$ cat src/rtl/second_timer_ctrl.sv
// Seconds-counter control: prescaler dividing clk to a TICK_CYCLES-period tick,
// plus an IDLE/RUN/PAUSE/DONE sequencer for an up/down time count.
module second_timer_ctrl #(
    parameter int unsigned TICK_CYCLES = 100000000,
    parameter int unsigned TIME_W      = 16
) (
    input  logic              clk,
    input  logic              rst,
    input  logic              start,
    input  logic              pause,
    input  logic              clear,
    input  logic              load,
    input  logic [TIME_W-1:0] load_val,
    input  logic              count_down,
    output logic [TIME_W-1:0] Time,
    output logic              tick,
    output logic              expired,
    output logic              running,
    output logic [1:0]        state
);

    localparam int unsigned PW = $clog2(TICK_CYCLES);
    localparam logic [PW-1:0] PRESC_MAX = PW'(TICK_CYCLES - 1);

    typedef enum logic [1:0] {
        S_IDLE  = 2'b00,
        S_RUN   = 2'b01,
        S_PAUSE = 2'b10,
        S_DONE  = 2'b11
    } state_e;

    state_e            state_q, state_d;
    logic [TIME_W-1:0] time_q, time_d;
    logic [PW-1:0]     presc_q, presc_d;
    logic              dir_q, dir_d;
    logic              tick_q, tick_d;
    logic              expired_q, expired_d;
    logic              running_q, running_d;
    logic              can_start;
    logic              wrap;

    // A countdown from zero would immediately underflow, so the direction
    // being latched (count_down) blocks the start when Time is already 0.
    assign can_start = start && !(count_down && (time_q == '0));
    assign wrap      = (presc_q == PRESC_MAX);

    always_comb begin
        state_d   = state_q;
        time_d    = time_q;
        presc_d   = presc_q;
        dir_d     = dir_q;
        tick_d    = 1'b0;
        expired_d = 1'b0;

        if (clear) begin
            state_d = S_IDLE;
            time_d  = '0;
            presc_d = '0;
        end else if (load && (state_q != S_RUN)) begin
            state_d = S_IDLE;
            time_d  = load_val;
            presc_d = '0;
        end else begin
            case (state_q)
                S_IDLE, S_PAUSE: begin
                    // PAUSE keeps presc_q so a resume finishes the partial second
                    if (can_start) begin
                        state_d = S_RUN;
                        dir_d   = count_down;
                    end
                end
                S_RUN: begin
                    if (pause) begin
                        state_d = S_PAUSE;
                    end else if (wrap) begin
                        presc_d = '0;
                        tick_d  = 1'b1;
                        if (dir_q) begin
                            time_d = time_q - TIME_W'(1);
                            if (time_q == TIME_W'(1)) begin
                                state_d   = S_DONE;
                                expired_d = 1'b1;
                            end
                        end else begin
                            time_d = time_q + TIME_W'(1);
                        end
                    end else begin
                        presc_d = presc_q + PW'(1);
                    end
                end
                default: ;
            endcase
        end

        running_d = (state_d == S_RUN);
    end

    always_ff @(posedge clk or posedge rst) begin
        if (rst) begin
            state_q   <= S_IDLE;
            time_q    <= '0;
            presc_q   <= '0;
            dir_q     <= 1'b0;
            tick_q    <= 1'b0;
            expired_q <= 1'b0;
            running_q <= 1'b0;
        end else begin
            state_q   <= state_d;
            time_q    <= time_d;
            presc_q   <= presc_d;
            dir_q     <= dir_d;
            tick_q    <= tick_d;
            expired_q <= expired_d;
            running_q <= running_d;
        end
    end

    assign Time    = time_q;
    assign tick    = tick_q;
    assign expired = expired_q;
    assign running = running_q;
    assign state   = state_q;

endmodule
$ cat config.mk
export PLATFORM = sky130hd
export DESIGN_NAME = second_timer_ctrl
export DESIGN_NICKNAME = d
export VERILOG_FILES = /design/src/rtl/second_timer_ctrl.sv
export SDC_FILE = /design/constraint.sdc
export NUM_CORES = 1
export LEC_CHECK = 0
export BUFFER_PORTS_ARGS = -buffer_cell sky130_fd_sc_hd__buf_2
export CAP_MARGIN = 20
export CORE_ASPECT_RATIO = 1.2
export CORE_MARGIN = 3
export CORE_UTILIZATION = 32
export CTS_BUF_LIST = sky130_fd_sc_hd__clkbuf_8
export DETAILED_ROUTE_END_ITERATION = 16
export PLACE_DENSITY = 0.61
export SYNTH_ARGS = -nofsm -noshare
export SYNTH_HDL_FRONTEND = slang
export SYNTH_SLANG_ARGS = --single-unit
$ cat constraint.sdc
create_clock -name clk -period 2.4 [get_ports clk]
set_input_delay 0.24 -clock clk [delete_from_list [all_inputs] [get_ports clk]]
set_output_delay 0.24 -clock clk [all_outputs]
set_load 0.03 [all_outputs]
# Word level (Yosys, flattened, before mapping)
# Cells that the tools add are included.
# word_totals
register_bits,49
input_bits,23
out_inout_bits,21
# op_classes
n_eq_ne,7
add_sub_neg,3
n_mux,31
reduce_logical,12
bitwise_logic,2
# op_table
cell,n
two-way mux 27 bit,5
two-way mux 16 bit,6
adder 27 x 1 -> 27 bit (second input constant),1
equality test 27 bit (second input constant),1
adder 16 x 1 -> 16 bit (second input constant),1
equality test 16 x 1 -> 1 bit (second input constant),1
logical NOT 16 bit,1
subtractor 16 x 1 -> 16 bit (second input constant),1
two-way mux 2 bit,7
two-way mux 1 bit,12
nonzero test 3 bit,2
equality test 2 x 1 -> 1 bit (second input constant),2
case mux 2 bit (2 select lines),1
AND reduction 4 bit,1
logical AND 1 bit,3
inequality test 3 x 1 -> 1 bit (second input constant),1
AND reduction 3 bit,1
equality test 2 bit (second input constant),1
logical NOT 2 bit,1
inequality test 2 x 1 -> 1 bit (second input constant),1
inverter 1 bit,2
AND reduction 2 bit,1
OR reduction 2 bit,1
logical NOT 1 bit,1

# Depth between registers and ports, before layout
# Gate-level depths: netlist (run 1).
# depth
word_depth,9
ltp_mapped,8

# Worst setup path before layout (run 1)
# Ideal clock, no wire load.
# synth_path
kind,register to register
start,"register time_q[11], in the netlist Time[11]"
end,register dir_q
arrival_time_ps,1893
synth_period_minus_slack_ps,2017
path_buffers,1
slack_ps,383
path_stages_with_launch,7
t_required_ps,2275
cell_sequence,dfrtp_1 > clkbuf_1 > nor4_1 > and4_1 > a311oi_1 > nor2b_1 > mux2_2
# synth_between
elab_chain_len,5
# synth_rtl
element,line,source
start: declaration,33,"logic [TIME_W-1:0] time_q, time_d;"
start signal: assignment,109,time_q <= time_d;
logical NOT 16 bit,44,assign can_start = start && !(count_down && (time_q == '0));
logical AND 1 bit,44,
logical NOT 1 bit,44,
logical AND 1 bit,44,
AND reduction 4 bit (no source line),n/a,
end signal: assignment,111,dir_q <= dir_d;
end: declaration,35,"logic dir_q, dir_d;"
# No other way between the ends.
# A chain may end at the register's enable or synchronous reset.

# Final worst setup path (run 1)
# layout_path
start,"register time_q[1], in the netlist Time[1]"
end,"register time_q[14], in the netlist Time[14]"
# layout_between
elab_chain_len,7
# layout_rtl
element,line,source
adder 16 x 1 -> 16 bit / subtractor 16 x 1 -> 16 bit (equally long branches),"85, 79",
two-way mux 16 bit *,78,if (dir_q) begin
two-way mux 16 bit *,75,end else if (wrap) begin
two-way mux 16 bit *,73,if (pause) begin
two-way mux 16 bit *,64,case (state_q)
two-way mux 16 bit *,59,end else if (load && (state_q != S_RUN)) begin
two-way mux 16 bit *,55,if (clear) begin
# Mark *: on every way between the ends. The rest lies on a longest branch, timed or not. The select of a mux whose other input is x is not followed.

==> flow_metrics.py, run 1 <==
metrics = {
    "place": {
        "io_buffers": 43,
        "gp_routability_congestion": 0.8136,
        "detailed_place_hpwl_um": 5488,
    },
    "clock_network": {
        "clkSinkCount": 49,
        "cts_repair_resize_count": 0,
        "postCtsHoldBufs": 0,
        "clock_tree_from_tritoncts": "done",
        "cts.htree.levels": 2,
        "cts.clk_slew.worst_paths_ns": 0.09,
        "cts.path.max_buffers": 2,
        "post_cts.repair.setup_buffers": 0,
        "numCtsBuffers": 5,
        "worstSkewPairLatency_ns": 0.30,
        "clock_root_cell": "sky130_fd_sc_hd__clkbuf_8",
    },
    "grt": {
        "grt_start_max_net_pins": 50,
        "grt_antenna_before_repair": 0,
        "grt_overflow_total": 0,
        "grt_first_pass_wirelength_um": 13070,
        "grt_pass1_vias": 2703,
        "grt_use_total": 0.1470,
    },
    "final_layout": {
        "area.growth.synth_to_final_pct": 14.55,
        "post_route_cells_drive_above_1_share": 0.2005,
        "multiInputGateArea_um2": 1798,
        "insertedDiodeCount": 0,
        "finish.net_count": 402,
        "final-seq-area_um2": 1226,
        "layout.filler_cells": 970,
    },
    "worst_setup_path": {
        "critical_setup_path_class": "reg2reg",
        "timing.rr.start": "Time[1]",
        "critPathMaxFanout": 6,
        "r2r.worst_path.cells": 7,
        "cp_data_arrival_time_ns": 2.26,
        "worst_setup_path_start_kind": "flop",
        "required_ns": 2.58,
        "critical_path.reg2reg.endpoint": "Time[14]",
        "category_of_the_worst_setup_path_capture_point": "flop",
        "rrSetupSlack_ns": 0.32,
    },
    "yosys": {
        "synth_edf_count": 0,
        "syn_area_um2": 3139,
        "syn_area_per_cell_um2": 9.343,
        "yosys.cell_types.count": 52,
        "yosys_register_bits": 49,
        "yosys.cell_count.top_type": "sky130_fd_sc_hd__dfrtp_1",
        "synth_top_cell_by_area": "sky130_fd_sc_hd__dfrtp_1",
        "synth_top_flop_cell": "sky130_fd_sc_hd__dfrtp_1",
        "seq_area_frac_synth": 0.3906,
        "number_of_warnings_printed_during_yosys_synthesis": 0,
        "synth.cells.most_frequent": "sky130_fd_sc_hd__dfrtp_1 (49), sky130_fd_sc_hd__nor2_1 (47), sky130_fd_sc_hd__xnor2_1 (37), sky130_fd_sc_hd__a211oi_1 (20), sky130_fd_sc_hd__nand2_1 (15)",
        "synth.top_cells.by_area": "sky130_fd_sc_hd__dfrtp_1 (39%), sky130_fd_sc_hd__xnor2_1 (10%), sky130_fd_sc_hd__nor2_1 (5.6%), sky130_fd_sc_hd__a211oi_1 (4.8%), sky130_fd_sc_hd__nand4_1 (2.4%)",
        "syn_nets": 364,
        "asyncSetResetFlopFracSynth": 1.000,
        "synth_top_area_frac": 0.3906,
        "syn_inst": 336,
    },
    "worst_hold_path": {
        "min-delay-path-class": "in2async",
    },
    "timing": {
        "hold-worst-slack_ns": 0.09257,
        "worst_clock_skew_ns": 0.005133,
        "final-hold-violation-count": 0,
        "max_slew_margin": 0.5808,
        "drv_slew": 0,
        "timing.final.setup_violations": 0,
        "worst_slew_pin_slew_ns": 0.6287,
        "fin_crit_sh": 0.8657,
        "finalSetupTns_ns": 0,
        "timing.fmax_mhz": 481.3,
        "unrepaired_setup_endpoints_after_global_routing": "no",
        "clock_period_minus_worst_slack_ns": 2.078,
    },
    "floorplanning": {
        "rows": 38,
        "core_region_area_um2": 9319,
        "initial_core_utilization": 0.3369,
        "fp.dieW_um": 96.42,
        "die_area_um2": 11040,
        "fp.dieH_um": 114.5,
        "io_pins": 44,
    },
    "routing": {
        "route.antenna.remaining_nets": 0,
        "number_of_remaining_drc_errors": 0,
        "detail_route.wirelength.met1_um": 3312,
        "vias": 2626,
        "length_of_the_first_detailed_routing_pass_in_iterations": 4,
        "met2RoutedLength_um": 4072,
        "routed_via_density": 5.316,
        "dr.max_layer_used": "met4",
        "drt_wl_total_um": 7689,
        "detail_route.iter0.violations": 102,
        "routed_wire_length_per_instance_um": 15.56,
        "routed-wl-met3_um": 262,
    },
    "pwr": {
        "worst_ir_drop_vdd_uv": 261.3,
        "p_per_area_nw_per_um2": 518.6,
        "total_leakage_power_nw": 1.379,
    },
    "run_status": {
        "outcome": "complete, no violations",
    },
    "run": {
        "maxCapViolations": 0,
    },
}
report_power, final:
part	total (mW)	internal, mW	switching (mW)
logic	0.357	0.140	0.217
registers	0.924	0.855	0.0695
clock network	0.583	0.303	0.280
metrics by stage:
stage / setup WS, ns / area (um2) / instances / utilization / total power [mW]
floorplan: 0.3826 / 3139 / 336 / - / 1.182
global placement: 0.3527 / 3492 / 487 / 0.3747 / 1.296
detailed placement: 0.3136 / 3492 / 487 / 0.3747 / 1.300
CTS: 0.2865 / 3596 / 494 / 0.3859 / 1.894
global route: 0.1438 / 3596 / 494 / 0.3859 / 1.970
finish: 0.3223 / 3596 / 494 / 0.3859 / 1.865
critical path, stage by stage (launching register included):
cell and delay [ns]:
sky130_fd_sc_hd__dfrtp_1 0.47, sky130_fd_sc_hd__inv_1 0.15, sky130_fd_sc_hd__ha_1 0.19, sky130_fd_sc_hd__and4bb_1 0.33
sky130_fd_sc_hd__nand4_1 0.14, sky130_fd_sc_hd__a2111oi_2 0.43, sky130_fd_sc_hd__xnor2_1 0.16, sky130_fd_sc_hd__o22ai_1 0.09
cells in the final DEF, fill, tap and decap left out, types with 3 or more instances in the layout:
cell type and count:
sky130_fd_sc_hd__a2111oi_2 3, sky130_fd_sc_hd__a211oi_1 19, sky130_fd_sc_hd__a21oi_1 7, sky130_fd_sc_hd__a311oi_1 3, sky130_fd_sc_hd__and2_1 4, sky130_fd_sc_hd__and3_1 4, sky130_fd_sc_hd__and4_1 8, sky130_fd_sc_hd__and4b_1 3
sky130_fd_sc_hd__buf_2 43, sky130_fd_sc_hd__buf_4 8, sky130_fd_sc_hd__clkbuf_8 5, sky130_fd_sc_hd__dfrtp_1 49, sky130_fd_sc_hd__ha_1 5, sky130_fd_sc_hd__inv_1 5, sky130_fd_sc_hd__mux2i_1 3, sky130_fd_sc_hd__nand2_1 15
sky130_fd_sc_hd__nand2b_1 6, sky130_fd_sc_hd__nand3_1 12, sky130_fd_sc_hd__nand4_1 12, sky130_fd_sc_hd__nand4b_1 4, sky130_fd_sc_hd__nor2_1 47, sky130_fd_sc_hd__nor2b_1 3, sky130_fd_sc_hd__nor3_1 14, sky130_fd_sc_hd__nor3b_1 7
sky130_fd_sc_hd__nor4_1 9, sky130_fd_sc_hd__o21ai_0 4, sky130_fd_sc_hd__xnor2_1 37
how the worst max path moves through the flow:
stage	start	to	slack [ns]
2_1_floorplan	Time[11]	dir_q	0.38
3_3_place_gp	state[0]	Time[15]	0.35
3_5_place_dp	state[0]	Time[15]	0.31
4_1_cts	state[0]	Time[15]	0.29
5_1_grt	Time[1]	Time[8]	0.14
6_report	Time[1]	Time[14]	0.32
registers in the layout, indices dropped and copies added, names as in the netlist:
signal   cells
presc_q     27
Time        16
state        2
dir_q        1
expired      1
running      1
tick         1
final cells by class:
type	count	area share
Inverter	6	0.006263
Sequential cell	49	0.3410
Clock buffer	5	0.01914
Clock inverter	2	0.009743
Multi-Input combinational cell	260	0.5000
Timing Repair Buffer	52	0.08212
Tap cell	120	0.04175
cells by family after synthesis:
logic type,after synthesis,synth area share
XOR/XNOR,37,0.1032
flip-flops,49,0.3906
adder cells (fa/ha/maj),5,0.01993
AND/OR/NAND/NOR,167,0.3232
AO/OA/AOI/OAI,47,0.1116
multiplexers,4,0.01315
buffers and inverters,27,0.03826
per-layer routing:
| layer | vias up | GRT usage |
|---|---|---|
| met5 | - | 0 |
| li1 | 1301 | - |
| met2 | 54 | 0.2635 |
| met1 | 1267 | 0.1836 |
| met3 | 4 | 0.02630 |
| met4 | 0 | 0.02713 |
Power figures use the tool's default switching activity.
==> inputs of run 2 (changes only) <==
CTS_BUF_LIST = sky130_fd_sc_hd__clkbuf_2   (was sky130_fd_sc_hd__clkbuf_8)
==> flow_metrics.py, run 2 (synthesis gave the netlist of run 1 again) <==
metrics = {
    "grt": {
        "grt_pass1_vias": 2731,
        "grt_overflow_total": 0,
        "grt_antenna_before_repair": 0,
        "grt_use_total": 0.1479,
        "grt_start_max_net_pins": 50,
        "grt_first_pass_wirelength_um": 13090,
    },
    "pwr": {
        "switching_share": 0.3244,
        "p_per_area_nw_per_um2": 484.1,
        "worst_ir_drop_vdd_uv": 205.6,
        "power_total_mw": 1.729,
        "p_clk_frac": 0.256,
        "seq_power_share": 0.536,
        "cell_internal_pwr_mw": 1.168,
        "netSwitchingPower_mw": 0.5610,
        "total_leakage_power_nw": 1.372,
        "comb_power_share": 0.208,
    },
    "clock_network": {
        "numCtsBuffers": 5,
        "clkSinkCount": 49,
        "worstSkewPairLatency_ns": 0.44,
        "clock_tree_from_tritoncts": "done",
        "clock_root_cell": "sky130_fd_sc_hd__clkbuf_2",
        "post_cts.repair.setup_buffers": 0,
        "cts.clk_slew.worst_paths_ns": 0.25,
        "cts.path.max_buffers": 2,
        "cts.htree.levels": 2,
    },
    "floorplanning": {
        "fp.dieH_um": 114.5,
        "rows": 38,
        "initial_core_utilization": 0.3369,
        "fp.dieW_um": 96.42,
        "core_region_area_um2": 9319,
        "io_pins": 44,
        "die_area_um2": 11040,
    },
    "timing": {
        "timing.fmax_mhz": 475.7,
        "max_slew_margin": 0.5816,
        "clock_period_minus_worst_slack_ns": 2.102,
        "drv_slew": 0,
        "worst_slew_pin_slew_ns": 0.6276,
        "setup_slack_ns": 0.2979,
        "final-hold-violation-count": 0,
        "hold-worst-slack_ns": 0.03451,
        "unrepaired_setup_endpoints_after_global_routing": "no",
        "timing.final.setup_violations": 0,
        "finalSetupTns_ns": 0,
        "worst_clock_skew_ns": 0.01346,
        "fin_crit_sh": 0.8759,
    },
    "final_layout": {
        "final_cell_area_um2": 3572,
        "post_route_cells_drive_above_1_share": 0.1995,
        "area.growth.synth_to_final_pct": 13.79,
        "finish.net_count": 404,
        "most_common_library_cell_in_the_layout_ignoring_fill_and_taps": "sky130_fd_sc_hd__dfrtp_1",
        "insertedDiodeCount": 0,
        "largest_reg_flops": 27,
        "top_reg_by_flops": "presc_q",
        "most-common-layout-cells": "sky130_fd_sc_hd__dfrtp_1 (49), sky130_fd_sc_hd__nor2_1 (47), sky130_fd_sc_hd__buf_2 (43)",
    },
    "routing": {
        "length_of_the_first_detailed_routing_pass_in_iterations": 5,
        "routed_via_density": 5.381,
        "number_of_remaining_drc_errors": 0,
        "drt_wl_total_um": 7652,
        "detail_route.iter0.violations": 77,
        "routed_wire_length_per_instance_um": 15.43,
        "route.antenna.remaining_nets": 0,
        "vias": 2669,
    },
    "place": {
        "dpl_worst_slack_ns": 0.3136,
        "detailed_place_hpwl_um": 5488,
        "io_buffers": 43,
        "placedInstanceArea_um2": 3492,
        "gp_routability_congestion": 0.8136,
    },
    "worst_setup_path": {
        "category_of_the_worst_setup_path_capture_point": "flop",
        "worst_setup_path_start_kind": "flop",
        "critPathMaxFanout": 6,
        "critical_setup_path_class": "reg2reg",
        "required_ns": 2.76,
        "cp_data_arrival_time_ns": 2.46,
    },
    "run": {
        "maxCapViolations": 0,
    },
    "worst_hold_path": {
        "min-delay-path-class": "in2reg",
    },
    "run_status": {
        "outcome": "complete, no violations",
    },
}
## run 2: repair_timing
item                                   4_1_cts  5_1_grt
hold buffers                                 2        0
resized for setup                            0        0
endpoints found under the hold margin       50        0
## run 2: worst paths after layout
check	startpoint	end	slack, ns	cells past startpoint
max	Time[1]	Time[8]	0.30	7
min	load_val[13]	Time[13]	0.03	3
max reg2reg	Time[1]	Time[8]	0.30	7
min reg2reg	presc_q[24]	presc_q[24]	0.57	2
max in group asynchronous	rst	presc_q[17]	1.51	4
min in group asynchronous	rst	running	0.47	4
## run 2: stage by stage
stage          cells  utilization
5_1_grt          496       0.3833
6_report         496       0.3833
3_5_place_dp     487       0.3747
2_1_floorplan    336            -
4_1_cts          496       0.3833
3_3_place_gp     487       0.3747
## run 2: worst max-delay path, cell delays in order (launching register included)
cell	delay, ns
sky130_fd_sc_hd__dfrtp_1	0.51
sky130_fd_sc_hd__inv_1	0.15
sky130_fd_sc_hd__ha_1	0.19
sky130_fd_sc_hd__and4bb_1	0.34
sky130_fd_sc_hd__nand2_1	0.09
sky130_fd_sc_hd__o21a_1	0.20
sky130_fd_sc_hd__or3_1	0.30
sky130_fd_sc_hd__a311oi_1	0.26
## run 2: final cells by class
type / count / area, um2
fillers: 976 / 5747
multi-input cells: 260 / 1798
flip-flops and latches: 49 / 1226
repair buffers: 54 / 315.3
well taps: 120 / 150.1
clock inverters: 2 / 35.03
clock buffers: 5 / 25.02
inverters: 6 / 22.52
## run 2: power groups by stage
| stage | Clock (mW) | Sequential, mW | Combinational, mW |
|---|---|---|---|
| after detailed placement | 0 | 0.941 | 0.359 |
| after global placement | 0 | 0.940 | 0.356 |
| after floorplan | 0 | 0.961 | 0.222 |
| after CTS | 0.465 | 0.927 | 0.364 |
| final | 0.443 | 0.927 | 0.359 |
| after global routing | 0.499 | 0.936 | 0.395 |
## run 2: routing by layer
layer | up-vias | GRT usage | wire length, um
met5 | - | 0 | 0
met4 | 0 | 0.03835 | 79
met3 | 9 | 0.02301 | 255
met2 | 55 | 0.2621 | 4021
met1 | 1299 | 0.1845 | 3296
li1 | 1306 | - | -
==> inputs of run 3 (changes only) <==
CELL_PAD_IN_SITES_DETAIL_PLACEMENT = 0   (was not set)
CELL_PAD_IN_SITES_GLOBAL_PLACEMENT = 1   (was not set)
GPL_ROUTABILITY_DRIVEN = 0   (was not set)
PLACE_DENSITY = 0.74   (was 0.61)
clock period = 1.8 ns   (was 2.4 ns; I/O delays follow)
==> flow_metrics.py, run 3 (synthesis gave the netlist of run 1 again) <==
metrics = {
    "grt": {
        "grt_overflow_total": 0,
        "grt_start_max_net_pins": 32,
        "grt_use_total": 0.1751,
        "grt_pass1_vias": 3212,
        "grt_first_pass_wirelength_um": 15490,
        "grt_antenna_before_repair": 0,
    },
    "worst_setup_path": {
        "timing.rr.start": "state[1]",
        "worst_setup_path_start_kind": "flop",
        "critical_setup_path_class": "reg2reg",
        "r2r.worst_path.cells": 5,
        "required_ns": 2.15,
        "category_of_the_worst_setup_path_capture_point": "flop",
        "critPathMaxFanout": 3,
        "rrSetupSlack_ns": -0.18,
        "critical_path.reg2reg.endpoint": "Time[8]",
        "cp_data_arrival_time_ns": 2.33,
    },
    "clock_network": {
        "worstSkewPairLatency_ns": 0.44,
        "clock_tree_from_tritoncts": "done",
        "clkSinkCount": 49,
        "numCtsBuffers": 5,
        "cts.htree.levels": 2,
        "cts.clk_slew.worst_paths_ns": 0.28,
        "clock_root_cell": "sky130_fd_sc_hd__clkbuf_2",
        "cts.path.max_buffers": 2,
    },
    "final_layout": {
        "finish.net_count": 508,
        "top_reg_by_flops": "presc_q",
        "area.growth.synth_to_final_pct": 53.97,
        "largest_reg_flops": 27,
        "post_route_cells_drive_above_1_share": 0.4449,
        "insertedDiodeCount": 0,
        "final_cell_area_um2": 4833,
        "fin_cells": 601,
        "layout.filler_cells": 856,
        "post-route-util": 0.5187,
        "most-common-layout-cells": "sky130_fd_sc_hd__buf_4 (84), sky130_fd_sc_hd__nor2_1 (46), sky130_fd_sc_hd__buf_2 (43)",
        "most_common_library_cell_in_the_layout_ignoring_fill_and_taps": "sky130_fd_sc_hd__buf_4",
    },
    "routing": {
        "number_of_remaining_drc_errors": 0,
        "routed_via_density": 5.203,
        "drt_wl_total_um": 9507,
        "routed_wire_length_per_instance_um": 15.82,
        "detail_route.iter0.violations": 158,
        "route.antenna.remaining_nets": 0,
        "vias": 3127,
        "length_of_the_first_detailed_routing_pass_in_iterations": 4,
    },
    "place": {
        "placedInstanceArea_um2": 4124,
        "dp_cells": 563,
        "detailed_place_hpwl_um": 6607,
        "io_buffers": 43,
    },
    "pwr": {
        "seq_power_share": 0.463,
        "worst_ir_drop_vdd_uv": 344.1,
        "p_per_area_nw_per_um2": 537.0,
        "comb_power_share": 0.298,
        "power_total_mw": 2.596,
        "total_leakage_power_nw": 1.977,
        "netSwitchingPower_mw": 0.8590,
        "p_clk_frac": 0.239,
        "cell_internal_pwr_mw": 1.737,
        "switching_share": 0.3309,
    },
    "floorplanning": {
        "initial_core_utilization": 0.3369,
        "fp.dieH_um": 114.5,
        "core_region_area_um2": 9319,
        "io_pins": 44,
        "rows": 38,
        "fp.dieW_um": 96.42,
        "die_area_um2": 11040,
    },
    "timing": {
        "timing.fmax_mhz": 504.4,
        "drv_slew": 0,
        "worst_slew_pin_slew_ns": 0.4696,
        "fin_crit_sh": 1.101,
        "finalSetupTns_ns": -1.777,
        "max_slew_margin": 0.6865,
        "unrepaired_setup_endpoints_after_global_routing": "yes",
        "clock_period_minus_worst_slack_ns": 1.983,
        "final-hold-violation-count": 0,
        "worst_clock_skew_ns": 0.02700,
        "timing.final.setup_violations": 35,
        "setup_slack_ns": -0.1826,
    },
    "worst_hold_path": {
        "worst_hold_path.num_cells": 3,
        "hold_path_startpoint": "load_val[8]",
        "worstHoldEndpoint": "Time[8]",
        "min-delay-path-class": "in2reg",
    },
    "run_status": {
        "failing_checks": "setup timing",
        "outcome": "finished, violations left",
    },
    "run": {
        "maxCapViolations": 0,
    },
}
-- run 3: worst max-delay path: stages, from the launching register on --
cell and delay [ns]:
sky130_fd_sc_hd__dfrtp_2 0.49, sky130_fd_sc_hd__nor4bb_1 0.27, sky130_fd_sc_hd__nand4_1 0.25, sky130_fd_sc_hd__or2_4 0.31, sky130_fd_sc_hd__or3_1 0.34, sky130_fd_sc_hd__a311oi_1 0.23
-- run 3: timing repair --
item / 4_1_cts / 5_1_grt
buffers inserted: 6 / 5
hold buffers: 15 / 3
hold endpoints to repair: 33 / 2
endpoints found under the setup margin: 41 / 45
resized for setup: 31 / 36
gates cloned: 1 / 1
pin swaps: 17 / 15
-- run 3: per-stage QoR --
step	worst slack, ns	hold slack (ns)
global placement	-0.09643	0.2135
detailed placement	-0.1514	0.2168
finish	-0.1826	0.08908
CTS	-0.1345	-0.08444
floorplan	-0.1118	0.2665
global route	-0.2543	0.04430
-- run 3: per-layer routing --
metal  up-vias  share of wire  GRT usage
met5         -              0          0
met2        78           0.54     0.3224
met3        13          0.040    0.03090
li1       1509              -          -
met4         0          0.011    0.03181
met1      1527           0.41     0.2114
-- run 3: area by class of cell --
type / count / area [um2] / share of cell area
Clock buffer: 5 / 25.02 / 0.005177
Multi-Input combinational cell: 260 / 2121 / 0.4388
Tap cell: 120 / 150.1 / 0.03106
Sequential cell: 49 / 1240 / 0.2565
Timing Repair Buffer: 158 / 1234 / 0.2552
Clock inverter: 3 / 41.29 / 0.008543
Inverter: 6 / 22.52 / 0.004660
-- run 3: power groups by stage --
stage	Clock (mW)	Sequential (mW)	Combinational, mW
global route	0.689	1.21	0.836
floorplan	0	1.29	0.301
detailed placement	0	1.22	0.664
global placement	0	1.22	0.657
CTS	0.646	1.20	0.739
finish	0.619	1.20	0.774
-- run 3: how the worst max path moves through the flow --
| stage | to | slack (ns) | cells after the start | startpoint |
|---|---|---|---|---|
| floorplan | Time[13] | -0.11 | 6 | Time[7] |
| global route | Time[10] | -0.25 | 7 | state[1] |
| CTS | Time[8] | -0.13 | 5 | state[1] |
| global placement | Time[10] | -0.1 | 6 | presc_q[8] |
| finish | Time[8] | -0.18 | 5 | state[1] |
| detailed placement | Time[12] | -0.15 | 5 | presc_q[8] |
